==> config.mk <==
export PLATFORM = sky130hd
export DESIGN_NAME = instr_mem_loader
export DESIGN_NICKNAME = d
export VERILOG_FILES = /design/src/rtl/instr_mem_loader.sv
export SDC_FILE = /design/constraint.sdc
export NUM_CORES = 1
export LEC_CHECK = 0
export CORE_MARGIN = 2
export CORE_UTILIZATION = 52
export CTS_BUF_LIST = sky130_fd_sc_hd__clkbuf_4 sky130_fd_sc_hd__clkbuf_8
export DETAILED_ROUTE_END_ITERATION = 6
export GPL_TIMING_DRIVEN = 0
export PLACE_DENSITY = 0.82
export SYNTH_ARGS = -nofsm -noshare
export SYNTH_HDL_FRONTEND = slang
export SYNTH_SLANG_ARGS = --single-unit
==> constraint.sdc <==
create_clock -name clk -period 2.5 [get_ports clk]
set_input_delay 0.375 -clock clk [delete_from_list [all_inputs] [get_ports clk]]
set_output_delay 0.375 -clock clk [all_outputs]
set_load 0.005 [all_outputs]
==> src/rtl/instr_mem_loader.sv <==
// Instruction-memory loader: packs a UART byte stream MSB-first into 32-bit words and
// writes them at ascending addresses, holding the pipeline while a load is in progress.
//
// state | meaning
// ------+-----------------------------------------------------------
// IDLE  | after reset, waiting for i_start
// RECV  | collecting bytes of the current word
// WRITE | single cycle with o_we=1 for the completed word
// DONE  | load finished (HALT_WORD written or memory full)
module instr_mem_loader #(
    parameter logic [31:0] HALT_WORD = 32'hFFFF_FFFF,
    parameter int unsigned ADDR_STEP = 4,
    parameter int unsigned MAX_ADDR  = 252
) (
    input  logic        clk,
    input  logic        i_reset,
    input  logic        i_start,
    input  logic [7:0]  i_rx_data,
    input  logic        i_rx_valid,
    output logic        o_we,
    output logic [31:0] o_inst_data,
    output logic [31:0] o_instruction_addr,
    output logic        o_busy,
    output logic        o_done,
    output logic        o_overflow
);

    localparam logic [31:0] STEP     = 32'(ADDR_STEP);
    localparam logic [31:0] LAST_ADR = 32'(MAX_ADDR);

    typedef enum logic [1:0] {
        IDLE  = 2'd0,
        RECV  = 2'd1,
        WRITE = 2'd2,
        DONE  = 2'd3
    } state_t;

    state_t      state_q, state_d;
    logic [31:0] word_q,  word_d;
    logic [1:0]  cnt_q,   cnt_d;
    logic [31:0] addr_q,  addr_d;
    logic        ovf_q,   ovf_d;
    logic        byte_ok;

    // A byte landing in the WRITE cycle already belongs to the next word.
    assign byte_ok = i_rx_valid && ((state_q == RECV) || (state_q == WRITE));

    always_ff @(posedge clk or negedge i_reset) begin
        if (!i_reset) begin
            state_q <= IDLE;
            word_q  <= 32'd0;
            cnt_q   <= 2'd0;
            addr_q  <= 32'd0;
            ovf_q   <= 1'b0;
        end else begin
            state_q <= state_d;
            word_q  <= word_d;
            cnt_q   <= cnt_d;
            addr_q  <= addr_d;
            ovf_q   <= ovf_d;
        end
    end

    always_comb begin
        state_d = state_q;
        word_d  = word_q;
        cnt_d   = cnt_q;
        addr_d  = addr_q;
        ovf_d   = ovf_q;

        if (byte_ok) begin
            word_d = {word_q[23:0], i_rx_data};
            cnt_d  = cnt_q + 2'd1;
        end

        case (state_q)
            IDLE, DONE: begin
                if (i_start) begin
                    state_d = RECV;
                    word_d  = 32'd0;
                    cnt_d   = 2'd0;
                    addr_d  = 32'd0;
                    ovf_d   = 1'b0;
                end
            end
            RECV: begin
                if (byte_ok && (cnt_q == 2'd3)) begin
                    state_d = WRITE;
                end
            end
            WRITE: begin
                if ((word_q == HALT_WORD) || (addr_q == LAST_ADR)) begin
                    state_d = DONE;
                    ovf_d   = (addr_q == LAST_ADR) && (word_q != HALT_WORD);
                end else begin
                    state_d = RECV;
                    addr_d  = addr_q + STEP;
                end
            end
            default: state_d = IDLE;
        endcase
    end

    // Word register and address are stable through WRITE since they only update on its exit.
    assign o_we               = (state_q == WRITE);
    assign o_inst_data        = word_q;
    assign o_instruction_addr = addr_q;
    assign o_busy             = (state_q == RECV) || (state_q == WRITE);
    assign o_done             = (state_q == DONE);
    assign o_overflow         = ovf_q;

endmodule

Yosys cells after proc, flatten, opt, wreduce, memory -nomap -nowiden. Index checks and enable logic that the tools add are counted.

Output and inout bits: 68. Logic and storage cells: 45. Register bits: 69. Bits of input ports: 12.

Eq/ne operators: 11. $add $sub $neg: 2. Multiplexer cells: 16. Reduce and logical (&&, ||, !) cells: 11.

Operators with widths (count): $mux W32 (5); $pmux W32 S2 (1); $add A32 B3 Y32 const B (1); $eq A32 B32 Y1 const B (1); $eq A32 B8 Y1 const B (1); $ne A32 B32 Y1 const B (1); $mux W2 (6); $eq A2 B2 Y1 const B (3); $pmux W2 S3 (1); $reduce_and A3 Y1 (2); $ne A2 B1 Y1 const B (2); $ne A2 B2 Y1 const B (2); $logic_and A1 B1 Y1 (3); $add A2 B1 Y2 const B (1); $eq A2 B1 Y1 const B (1); $logic_not A2 Y1 (1); $logic_or A1 B1 Y1 (2); $mux W1 (2); $pmux W1 S2 (1); $reduce_and A2 Y1 (1); $reduce_bool A2 Y1 (1); $reduce_or A2 Y1 (1).

Depth between registers and ports, before layout.
Depth in word-level cells: 6. Gate-level depth with buffers: 10. Mapped depth without buffers: 8.

Worst setup path before layout. No wires, ideal clock.

Path type: reg2reg. Start: reg state_q[0]. End: reg addr_q[16] (netlist: o_instruction_addr[16]). Clock period less this slack: 2.127 ns. Required time: 2.390 ns. Setup time: 0.110 ns. Data arrival time: 2.017 ns. Path buffers: 3. Setup slack: 0.373 ns. Stages on the path, launching flop included: 10. Cells stage by stage: dfrtp_1 inv_1 ha_1 clkbuf_1 and2_1 clkbuf_1 a21oi_1 clkbuf_1 o21ai_0 o41ai_1.

Longest elaborated chain between the ends: 4. Elaborated cells on any way between the ends: 9. Those cells by class: eq/ne (4); mux (1); reduce/logical (4).

Ends and longest elaborated chain: start, declared (RTL line 38) `state_t state_q, state_d;`; start signal, assigned (RTL line 56) `state_q <= state_d;`; $eq A2 B2 Y1 or $logic_not A2 Y1 (tied branches) (RTL line 76) `case (state_q)`; $reduce_or A2 Y1 (RTL line 76); $ne A2 B2 Y1 (no line) or $reduce_bool A2 Y1 (tied branches); $reduce_and A3 Y1 (no line); end signal, assigned (RTL line 59) `addr_q <= addr_d;`; end, declared (RTL line 41) `logic [31:0] addr_q, addr_d;`.

Several ways; a longest one is shown, not always the timed one. A chain may end at the register's enable or synchronous reset.

Worst setup path in the final report.
Start: reg addr_q[14] (netlist: o_instruction_addr[14]). End: reg addr_q[3] (netlist: o_instruction_addr[3]).

Longest elaborated chain between the ends: 4.

Ends and longest elaborated chain: $eq A32 B8 Y1 (RTL line 92) `if ((word_q == HALT_WORD) || (addr_q == LAST_ADR)) begin`; $logic_or A1 B1 Y1 (RTL line 92); $ne A2 B2 Y1 (no line); $reduce_and A3 Y1 (no line).

Every way passes these cells.

==> metrics.yaml <==
area.growth.synth_to_final_pct: 31.2
synth_edf_count: 0
synth_ff_type: "dfrtp_1"
avgRoutedWirePerCell_um: 17.3
ff2ff_setup_slack_ns: 0.12
maxSlewViolCount: 0
postRouteAntennaNets: 0
drc: 0
cp-end-kind: "register"
drive_gt1_frac: 0.0780
finalCritPeriodShare: 0.953
mostFrequentLayoutCells: "nand2_1, clkdlybuf4s50_1, dfrtp_1"
fin_crit_ns: 2.38
cts_max_level: 3
internal_power_uw: 2580
die_area_mm2: 0.00763
swShare: 0.389
netlist_area_mm2: 0.00361
setup_viol: 0
cts.reportedPaths.clkPinSlew_ns: 0.08
power.switching_uw: 1640
total_power_uw: 4230
clock_latency_ns: 0.36
synthDominantCellAreaShare: 0.464
die_x_um: 87.3
yosys_warnings: 0
synth_area_per_cell_um2: 8.62
gp_congestion: 0.973
drt_wl_total_mm: 10.3
yosysTopAreaCell: "dfrtp_1"
reg2reg_from: "o_instruction_addr[14]$_DFFE_PN0P_"
grt_pass1_vias: 3434
ir_drop_mv: 0.648
cts_buffers: 9
required_ns: 2.80
fin_skew_ns: 0.0104
finalHoldViolCount: 0
layout.nets: 526
netlist_instances: 419
ioPinCount: 80
hp-class: "in -> async"
pre_cts_ws_ns: -0.109
die-height_um: 87.3
pwr-share-comb: 0.382
start_kind: "register"
clock_power_share: 0.251
reg2reg_depth: 8
grt_pass1_wl_mm: 17.1
rows: 30
clock_sinks: 67
grt_max_degree: 68
grt-ovfl-total: 0
diodes: 0
max_freq_mhz: 420
placed_area_mm2: 0.00448
r2r-end: "o_instruction_addr[3]$_DFFE_PN0P_"
clk_path_buf_depth: 2
first_pass_iters: 5
cts_root_buffer: "clkbuf_8"
seqPwrFrac: 0.368
path_max_fanout: 10
crit_arrival_ns: 2.68
status: "finished clean"
synth.distinct_cells: 50
drtIter0Drc: 351
fin_tns_setup_ns: 0
yosysSeqAreaShare: 0.464
core_mm2: 0.00676
postSynth.asyncResetShare: 1.00
timing_worst_setup_path_type: "reg -> reg"
final_common_cell: "nand2_1"
grt_setup_unrepaired: "false"
design_area_mm2: 0.00474
p_leak_uw: 0.00193
vias: 3661
drt-vias-per-instance: 6.17
power_density_mw_per_mm2: 892
cts_tree: "done"
worst_pin_slew_ns: 0.849
io_buffers: 77
finalWorstSetupSlack_ns: 0.118
hpwl_mm: 7.12
drv_cap: 0
slew_headroom: 0.434
initial_core_util: 0.535
ys_ff_latch: 67
track_usage: 0.287
antenna_found_initial: 0
final_util: 0.701
synth_area_leaders: "dfrtp_1, nand2_1, a21oi_1, nand3_1, nand4_1"
==> state kept, by name, summed over array words and instances (netlist names) <==
| signal | flops |
|---|---|
| o_instruction_addr | 30 |
| o_inst_data | 32 |
| cnt_q | 2 |
| state_q | 2 |
| o_overflow | 1 |
==> Yosys cell counts (2+ instances only) <==
cell         n
nand2_1    114
dfrtp_1     67
a21oi_1     40
nand3_1     21
clkbuf_1    19
nand4_1     16
o21ai_0     12
nor2_1      11
nor3_1      10
inv_1        9
mux2i_1      9
nor4_1       7
a31oi_1      6
and3_1       6
ha_1         6
nand2b_1     6
buf_2        4
o31ai_1      4
o41ai_1      4
a22o_1       3
and2_1       3
o21ai_1      3
or3_1        3
or4_1        3
a2111oi_1    2
and4_1       2
buf_4        2
nand3b_1     2
nor4_4       2
o211ai_1     2
o311ai_1     2
==> stage by stage <==
| step | cells | hold slack, ns |
|---|---|---|
| 3_5_place_dp | 577 | 0.496 |
| 6_report | 593 | 0.126 |
| 4_1_cts | 592 | 0.162 |
| 3_3_place_gp | 577 | 0.498 |
| 5_1_grt | 593 | 0.200 |
| 2_1_floorplan | 420 | 0.0794 |
==> metal layers <==
metal / part of all wire / track usage / vias to the layer above / routed length, um
met4: 0.031 / 0.105 / 0 / 314
met1: 0.43 / 0.379 / 1756 / 4430
met2: 0.47 / 0.459 / 189 / 4830
met5: 0 / 0 / - / 0
li1: - / - / 1684 / -
met3: 0.068 / 0.0673 / 32 / 700
==> cells by family after synthesis <==
logic type / after synthesis / synth area share
AO/OA/AOI/OAI: 87 / 0.152
adder cells (fa/ha/maj): 6 / 0.0208
buffers and inverters: 35 / 0.0419
flip-flops: 67 / 0.464
multiplexers: 9 / 0.0249
other: 1 / 0.00104
AND/OR/NAND/NOR: 214 / 0.295
==> worst max path at each step <==
stage / startpoint / endpoint / cells after the start
after detailed placement: state_q[0]$_DFFE_PN0P_ / o_instruction_addr[16]$_DFFE_PN0P_ / 9
final: o_instruction_addr[14]$_DFFE_PN0P_ / o_instruction_addr[3]$_DFFE_PN0P_ / 8
after CTS: state_q[0]$_DFFE_PN0P_ / o_busy / 5
after floorplan: state_q[0]$_DFFE_PN0P_ / o_instruction_addr[16]$_DFFE_PN0P_ / 9
after global placement: i_reset / o_inst_data[28]$_DFF_PN0_ / 1
after global routing: o_instruction_addr[14]$_DFFE_PN0P_ / o_instruction_addr[3]$_DFFE_PN0P_ / 8
==> worst max-delay path, stage by stage, from the launching register on <==
cell and delay (ns):
dfrtp_1 0.46, nor4_1 0.43, nand4_1 0.25, or3_1 0.39, buf_2 0.20, nand2_2 0.16
buf_6 0.17, o2bb2ai_1 0.12, a22o_1 0.14
==> power by group through the flow <==
stage               clock [uW]  combinational, uW  sequential [uW]
global placement             0               1520             1550
finish                    1060               1610             1550
detailed placement           0               1580             1560
floorplan                    0                833             1510
CTS                       1070               1590             1540
global route              1120               1770             1580
==> layout make-up <==
type	instances	area [um2]
Clock buffer	12	159
Sequential cell	67	1680
Clock inverter	4	72.6
Buffer	24	110
Timing Repair Buffer	79	783
Inverter	9	33.8
Multi-Input combinational cell	318	1800
Fill cell	516	2020
Tap cell	80	100
==> timing repair <==
| action | CTS | global route |
|---|---|---|
| setup endpoints to repair | 15 | 42 |
| setup buffers | 0 | 2 |
| endpoints found under the hold margin | 0 | 0 |
| hold buffers | 0 | 0 |
| gates resized for setup | 1 | 5 |
| pin swaps | 0 | 1 |
No activity file was read; power rests on OpenSTA's default activity.
